`config.mk`:
```
export PLATFORM = sky130hd
export DESIGN_NAME = datagen_ctrl
export DESIGN_NICKNAME = d
export VERILOG_FILES = /design/src/rtl/datagen_ctrl.sv
export SDC_FILE = /design/constraint.sdc
export NUM_CORES = 2
export LEC_CHECK = 0
export CELL_PAD_IN_SITES_DETAIL_PLACEMENT = 1
export CELL_PAD_IN_SITES_GLOBAL_PLACEMENT = 1
export CORE_UTILIZATION = 30
export CTS_CLUSTER_SIZE = 14
export DETAILED_ROUTE_END_ITERATION = 10
export PLACE_DENSITY = 0.7
export SETUP_SLACK_MARGIN = 0.3
export SLEW_MARGIN = 20
export SYNTH_ARGS = -nofsm -noshare
export SYNTH_HDL_FRONTEND = slang
export SYNTH_SLANG_ARGS = --single-unit
```
`constraint.sdc`:
```
create_clock -name clk -period 9.1 [get_ports clk]
set_input_delay 1.82 -clock clk [delete_from_list [all_inputs] [get_ports clk]]
set_output_delay 1.82 -clock clk [all_outputs]
set_load 0.03 [all_outputs]
```
`src/rtl/datagen_ctrl.sv`:
```
// datagen_ctrl: bus-programmable burst data generator driving an aes_core.
// Holds key/seed/config/count registers and produces N blocks in fixed,
// counter or Galois-LFSR mode. It sequences the core through init/next and
// buffers results in a FIFO that software pops through the RESULT address.
// Optional feature macro: DATAGEN_SIGNATURE_EN adds a rolling signature
// register readable at address 0x31 (reads 0 when the macro is undefined).
module datagen_ctrl #(
  parameter int unsigned       DATA_W     = 128,
  parameter int unsigned       FIFO_DEPTH = 4,
  parameter int unsigned       CNT_W      = 16,
  parameter logic [DATA_W-1:0] POLY       = 128'h87
) (
  input  logic              clk,
  input  logic              rst_n,
  input  logic              cs,
  input  logic              we,
  input  logic [7:0]        address,
  input  logic [DATA_W-1:0] write_data,
  output logic [DATA_W-1:0] read_data,
  output logic              core_init,
  output logic              core_next,
  output logic              core_encdec,
  output logic [DATA_W-1:0] core_key,
  output logic [DATA_W-1:0] core_block,
  input  logic              core_ready,
  input  logic              core_valid,
  input  logic [DATA_W-1:0] core_result
);

  localparam int AW = $clog2(FIFO_DEPTH);
  localparam int CW = AW + 1;

  localparam logic [7:0] ADDR_CTRL   = 8'h08;
  localparam logic [7:0] ADDR_STATUS = 8'h09;
  localparam logic [7:0] ADDR_CONFIG = 8'h0a;
  localparam logic [7:0] ADDR_COUNT  = 8'h0b;
  localparam logic [7:0] ADDR_SEED   = 8'h0c;
  localparam logic [7:0] ADDR_KEY    = 8'h10;
  localparam logic [7:0] ADDR_RESULT = 8'h30;
  localparam logic [7:0] ADDR_SIG    = 8'h31;

  typedef enum logic [2:0] {
    ST_IDLE       = 3'd0,
    ST_INIT       = 3'd1,
    ST_INIT_WAIT  = 3'd2,
    ST_ISSUE      = 3'd3,
    ST_WAIT_VALID = 3'd4,
    ST_STORE      = 3'd5,
    ST_DONE       = 3'd6
  } state_t;

  state_t state_r;
  state_t state_next_s;

  logic [DATA_W-1:0] key_r;
  logic [DATA_W-1:0] seed_r;
  logic [CNT_W-1:0]  count_r;
  logic [2:0]        config_r;
  logic [DATA_W-1:0] pattern_r;
  logic [CNT_W-1:0]  remaining_r;
  logic              infinite_r;
  logic              done_r;
  logic              busy_r;
  logic              core_init_r;
  logic              core_next_r;

  logic [DATA_W-1:0] fifo_mem_r [FIFO_DEPTH];
  logic [AW-1:0]     wr_ptr_r;
  logic [AW-1:0]     rd_ptr_r;
  logic [CW-1:0]     fifo_count_r;

  logic              wr_s;
  logic              rd_s;
  logic              start_s;
  logic              abort_s;
  logic              idle_like_s;
  logic              fifo_empty_s;
  logic              fifo_full_s;
  logic              pop_s;
  logic              push_s;
  logic              launch_s;
  logic              last_s;
  logic [3:0]        level_s;
  logic [DATA_W-1:0] status_s;
  logic [DATA_W-1:0] sig_value_s;

  // Next pattern value after one block, by generation mode.
  function automatic logic [DATA_W-1:0] pattern_advance(input logic [DATA_W-1:0] p,
                                                        input logic [1:0]        mode);
    logic [DATA_W-1:0] shifted;
    shifted = {p[DATA_W-2:0], 1'b0};
    case (mode)
      2'd1:    pattern_advance = p + DATA_W'(1);
      2'd2:    pattern_advance = p[DATA_W-1] ? (shifted ^ POLY) : shifted;
      default: pattern_advance = p;
    endcase
  endfunction

  // First pattern of a burst; the LFSR must never start from the all-zero state.
  function automatic logic [DATA_W-1:0] pattern_load(input logic [DATA_W-1:0] s,
                                                     input logic [1:0]        mode);
    if ((mode == 2'd2) && (s == '0)) begin
      pattern_load = DATA_W'(1);
    end else begin
      pattern_load = s;
    end
  endfunction

  assign wr_s         = cs & we;
  assign rd_s         = cs & ~we;
  assign start_s      = wr_s && (address == ADDR_CTRL) && write_data[0];
  assign abort_s      = wr_s && (address == ADDR_CTRL) && write_data[1];
  assign idle_like_s  = (state_r == ST_IDLE) || (state_r == ST_DONE);
  assign fifo_empty_s = (fifo_count_r == '0);
  assign fifo_full_s  = (fifo_count_r == CW'(FIFO_DEPTH));
  assign pop_s        = rd_s && (address == ADDR_RESULT) && !fifo_empty_s;
  assign last_s       = !infinite_r && (remaining_r == CNT_W'(1));
  assign level_s      = 4'(fifo_count_r);
  assign status_s     = DATA_W'({level_s, fifo_full_s, fifo_empty_s, done_r, busy_r});

  assign core_init   = core_init_r;
  assign core_next   = core_next_r;
  assign core_encdec = config_r[0];
  assign core_key    = key_r;
  assign core_block  = pattern_r;

  // Next-state decode, FIFO push request and burst launch; abort overrides all.
  always_comb begin
    state_t nxt;
    logic   psh;
    logic   lch;
    nxt = state_r;
    psh = 1'b0;
    lch = 1'b0;
    case (state_r)
      ST_IDLE, ST_DONE: begin
        if (start_s) begin
          nxt = ST_INIT;
          lch = 1'b1;
        end else begin
          nxt = state_r;
        end
      end
      ST_INIT: nxt = ST_INIT_WAIT;
      ST_INIT_WAIT: begin
        if (core_ready) begin
          nxt = ST_ISSUE;
        end else begin
          nxt = ST_INIT_WAIT;
        end
      end
      ST_ISSUE: nxt = ST_WAIT_VALID;
      ST_WAIT_VALID: begin
        if (core_valid) begin
          nxt = ST_STORE;
        end else begin
          nxt = ST_WAIT_VALID;
        end
      end
      ST_STORE: begin
        // A pop in the same cycle frees a slot, so a full FIFO need not stall.
        if (!fifo_full_s || pop_s) begin
          psh = 1'b1;
          nxt = last_s ? ST_DONE : ST_ISSUE;
        end else begin
          nxt = ST_STORE;
        end
      end
      default: nxt = ST_IDLE;
    endcase
    if (abort_s) begin
      state_next_s = ST_IDLE;
      push_s       = 1'b0;
      launch_s     = 1'b0;
    end else begin
      state_next_s = nxt;
      push_s       = psh;
      launch_s     = lch;
    end
  end

  // FSM state register.
  always_ff @(posedge clk) begin
    if (!rst_n) begin
      state_r <= ST_IDLE;
    end else begin
      state_r <= state_next_s;
    end
  end

  // Registered core strobes and status flags, aligned with the state they belong to.
  always_ff @(posedge clk) begin
    if (!rst_n) begin
      core_init_r <= 1'b0;
      core_next_r <= 1'b0;
      busy_r      <= 1'b0;
      done_r      <= 1'b0;
    end else begin
      core_init_r <= (state_next_s == ST_INIT);
      core_next_r <= (state_next_s == ST_ISSUE);
      busy_r      <= !((state_next_s == ST_IDLE) || (state_next_s == ST_DONE));
      if (launch_s) begin
        done_r <= 1'b0;
      end else if ((state_next_s == ST_DONE) && (state_r != ST_DONE)) begin
        done_r <= 1'b1;
      end else begin
        done_r <= done_r;
      end
    end
  end

  // Software-visible configuration; key, seed and config are frozen during a burst.
  always_ff @(posedge clk) begin
    if (!rst_n) begin
      key_r    <= '0;
      seed_r   <= DATA_W'(1);
      count_r  <= CNT_W'(1);
      config_r <= 3'd0;
    end else if (wr_s) begin
      case (address)
        ADDR_KEY:    key_r    <= idle_like_s ? write_data : key_r;
        ADDR_SEED:   seed_r   <= idle_like_s ? write_data : seed_r;
        ADDR_CONFIG: config_r <= idle_like_s ? write_data[2:0] : config_r;
        ADDR_COUNT:  count_r  <= write_data[CNT_W-1:0];
        default:     count_r  <= count_r;
      endcase
    end else begin
      key_r <= key_r;
    end
  end

  // Burst datapath: load pattern/length on launch, step both on every stored block.
  always_ff @(posedge clk) begin
    if (!rst_n) begin
      pattern_r   <= '0;
      remaining_r <= '0;
      infinite_r  <= 1'b0;
    end else if (launch_s) begin
      pattern_r   <= pattern_load(seed_r, config_r[2:1]);
      remaining_r <= count_r;
      infinite_r  <= (count_r == '0);
    end else if (push_s) begin
      pattern_r   <= pattern_advance(pattern_r, config_r[2:1]);
      remaining_r <= remaining_r - CNT_W'(1);
    end else begin
      pattern_r   <= pattern_r;
    end
  end

  // Result FIFO storage; contents are only meaningful below the occupancy count.
  always_ff @(posedge clk) begin
    if (push_s) begin
      fifo_mem_r[wr_ptr_r] <= core_result;
    end
  end

  // Result FIFO pointers and occupancy; simultaneous push and pop keep the level.
  always_ff @(posedge clk) begin
    if (!rst_n) begin
      wr_ptr_r     <= '0;
      rd_ptr_r     <= '0;
      fifo_count_r <= '0;
    end else begin
      if (push_s) begin
        wr_ptr_r <= wr_ptr_r + AW'(1);
      end
      if (pop_s) begin
        rd_ptr_r <= rd_ptr_r + AW'(1);
      end
      case ({push_s, pop_s})
        2'b10:   fifo_count_r <= fifo_count_r + CW'(1);
        2'b01:   fifo_count_r <= fifo_count_r - CW'(1);
        default: fifo_count_r <= fifo_count_r;
      endcase
    end
  end

`ifdef DATAGEN_SIGNATURE_EN
  logic [DATA_W-1:0] sig_r;

  // Rolling signature over every pushed result: rotate left by one, then XOR.
  always_ff @(posedge clk) begin
    if (!rst_n) begin
      sig_r <= '0;
    end else if (launch_s) begin
      sig_r <= '0;
    end else if (push_s) begin
      sig_r <= {sig_r[DATA_W-2:0], sig_r[DATA_W-1]} ^ core_result;
    end else begin
      sig_r <= sig_r;
    end
  end

  assign sig_value_s = sig_r;
`else
  assign sig_value_s = '0;
`endif

  // Bus read mux; reads return 0 unless selected for a read.
  always_comb begin
    read_data = '0;
    if (rd_s) begin
      case (address)
        ADDR_STATUS: read_data = status_s;
        ADDR_CONFIG: read_data = DATA_W'(config_r);
        ADDR_COUNT:  read_data = DATA_W'(count_r);
        ADDR_SEED:   read_data = seed_r;
        ADDR_KEY:    read_data = key_r;
        ADDR_RESULT: read_data = fifo_empty_s ? '0 : fifo_mem_r[rd_ptr_r];
        ADDR_SIG:    read_data = sig_value_s;
        default:     read_data = '0;
      endcase
    end else begin
      read_data = '0;
    end
  end

endmodule

```
==> qor.txt <==
Via count: 36300
Post-CTS sizing: 0
First-pass GRT wire length: 265000 um
Die area: 141000 sq um
Fill count: 15200
CTS Buffer Depth: 3
Vias in the first global route: 36100
Vias/cell: 5.66
Crit path time final: 7.39 ns
CP required: 7.28 ns
Relative slew slack: 20.8%
Most common cell after layout, fill and taps aside: nand2_1
Final-stage net count: 4780
Global route overflow: 0
Setup TNS: 0 ns
Initial core utilization: 30.3%
Overall Global Routing Usage: 25.6%
Worst path max stage delay: 0.79 ns
Warnings, synthesis: 0
Tcrit/Tclk final: 81.3%
Top_reg_cell synth: edfxtp_1
Drt drc: 0
Synth area leaders: edfxtp_1 (37%), dfxtp_1 (21%), nand2_1 (7.4%)
Status: complete, no violations
Synth Instances: 3988
Setup violators final: 0
Ports: 657
Yosys cell types: 82
Die Y: 375 um
H-tree lvl count: 3
Worst IR Drop VDD: 170 uV
Crit path kind: in2out
CTS root buffer: clkbuf_16
Worst-path clk slew: 0.06 ns
Pin count of the biggest net entering global routing: 164
Area leader, netlist: edfxtp_1
Post-Syn Nets: 4267
Final GP Congestion: 0.883
CP max-delay cell: clkdlybuf4s50_1
First element of the critical path: address[1]
Worst r2r dst: core_block[120]$_SDFFE_PN0P_
Total Wirelength: 186000 um
Fmax: 135 MHz
Post-cts hold buffer count: 0
Area growth syn-to-layout: 28.4%
R2R Setup Slk: 4.51 ns
RSZ-0062 raised after global routing: false
Hold_ws: 0.477 ns
Post-synth EDFFs: 512
Layout Skew: 0.0525 ns
Num CTS Buffers: 104
Post-Syn Area: 41800 sq um
Antenna Nets Post-Route: 0
Worst setup EP type: output pin
Critical register-to-register path startpoint: core_block[0]$_SDFFE_PN0P_
Flops & latches, synth: 948
Setup slack after layout: 1.71 ns
Layout cells sized above 1: 8.51%
Ys async rst share: 0%
Initial antenna violation count: 29
Sequential area share after synthesis: 57.6%
Worst setup endpoint: read_data[111]
Fin area: 53700 sq um
Chip width: 375 um
Initial detailed-routing violation count: 3256
WL/cell: 29.0 um
Post-DP Area: 50200 sq um
Most frequent cell on the critical path: clkdlybuf4s50_1
Worst Tran Pin Value: 1.19 ns
CTS tree: yes
Final HPWL DP: 133000 um
Critical Path Fanout Max: 70
Arr. time, crit path: 5.57 ns
Synthesized area per cell: 10.5 sq um
Max Cap Violations: 0
LEAKAGE: 0.0159 uW
Cells along the critical path: clkdlybuf4s50_1 -> nor4b_1 -> nand2_1 -> nor2_4 -> buf_4 -> a22oi_1 -> a21oi_1 -> clkdlybuf4s50_1
Worst Setup Start Kind: input port
Most frequent cells in the layout: nand2_1 (826), clkdlybuf4s50_1 (655), a21oi_1 (557)
Post-CTS setup buffers: 0
PD cells: 168 nW/um^2
Dpl ws: 1.81 ns
TritonCTS Sinks: 948
Rows: 136
Top cell type's share of synthesized area: 36.8%
Fin. Hold Viols: 0
Core ar.: 138000 sq um
R2R cell count: 9
Hold Crit Start: core_key[91]$_SDFFE_PN0P_
Buffers on Ports: 656
Max Slew Vio Count: 0
Worst skew pair latency: 0.76 ns
Drt pass-1 iters: 7
Hold Crit Class: reg2reg
final cells by class:
| class | instances | area, sq um | share of cell area, % |
|---|---|---|---|
| inverters | 26 | 105 | 0.196 |
| clock buffers | 144 | 2880 | 5.36 |
| repair buffers | 713 | 7140 | 13.3 |
| well taps | 1794 | 2240 | 4.18 |
| clock inverters | 54 | 582 | 1.08 |
| flip-flops and latches | 948 | 24100 | 44.9 |
| multi-input cells | 2708 | 16600 | 30.9 |
| diodes | 18 | 45.0 | 0.0839 |
routing by layer:
layer | vias up | GRT usage, % | wire, um
li1 | 15900 | - | -
met1 | 18700 | 33.5 | 78800
met3 | 327 | 5.02 | 12600
met5 | - | 0 | 80
met2 | 1404 | 41.3 | 86600
met4 | 12 | 11.1 | 8070
stage by stage:
| step | total power, uW | utilization, % | std cells |
|---|---|---|---|
| 2_1_floorplan | 4640 | - | 3988 |
| 4_1_cts | 9110 | 38.9 | 6387 |
| 3_5_place_dp | 4820 | 36.4 | 6189 |
| 6_report | 9040 | 39.0 | 6405 |
| 3_3_place_gp | 4810 | 36.4 | 6188 |
| 5_1_grt | 9260 | 39.0 | 6403 |
cells by family (layout without fill, tap and decap cells):
| group | count (synthesis) | after routing | share of synthesized area [%] |
|---|---|---|---|
| adder cells (fa/ha/maj) | 9 | 9 | 0.287 |
| AO/OA/AOI/OAI | 1074 | 1074 | 15.5 |
| other | 0 | 18 | 0 |
| multiplexers | 150 | 150 | 7.44 |
| AND/OR/NAND/NOR | 1426 | 1426 | 15.1 |
| XOR/XNOR | 49 | 49 | 1.03 |
| flip-flops | 948 | 948 | 57.6 |
| buffers and inverters | 332 | 937 | 3.01 |
how the worst min path moves through the flow:
| stage | to | slack, ns | depth (start not counted) |
|---|---|---|---|
| floorplan | remaining_r[14]$_SDFFE_PN0P_ | 0.44 | 2 |
| global placement | remaining_r[9]$_SDFFE_PN0P_ | 0.46 | 2 |
| detailed placement | core_key[105]$_SDFFE_PN0P_ | 0.47 | 2 |
| CTS | core_key[91]$_SDFFE_PN0P_ | 0.48 | 2 |
| global route | core_key[91]$_SDFFE_PN0P_ | 0.50 | 2 |
| finish | core_key[91]$_SDFFE_PN0P_ | 0.48 | 2 |
sequential cells by signal, summed over array words and instances (netlist names), 3 cells and up, named ones only:
register and flops:
core_block 128, core_key 128, count_r 16, state_r 3
fifo_count_r 3, seed_r 128, fifo_mem_r 512, remaining_r 16
config_r 3
cell usage after synthesis (9+ instances only):
cell type and number:
o21ai_0 122, nor2_1 197, buf_1 33, o31ai_1 12, and2_1 21, a22oi_1 146
nand2b_1 12, a22o_1 11, nand2_1 829, dfxtp_1 436, mux4_2 128, nand4_1 50
nor3_1 62, edfxtp_1 512, nand3_1 93, a31oi_1 30, o22ai_1 12, a222oi_1 12
a211oi_1 48, xnor2_1 33, and3_1 24, a32oi_1 9, inv_1 25, a21oi_1 557
mux2i_1 15, nor4_1 71, a221oi_1 20, a21o_1 16, clkbuf_1 267, o211ai_1 18
xor2_1 16
critical path: cells and delay by family:
kind            cells  cell delay, ns
buf+inv             3            2.12
simple gates        3            1.04
compound gates      2            0.43
power breakdown:
part | switching (uW) | internal, uW | leakage (uW) | total (uW)
logic | 112 | 113 | 0.00617 | 225
registers | 2.69 | 4500 | 0.00811 | 4500
clock network | 1880 | 2430 | 0.00167 | 4310
total | 2000 | 7040 | 0.0159 | 9040
Note: power is estimated with default switching activity, not from simulation.
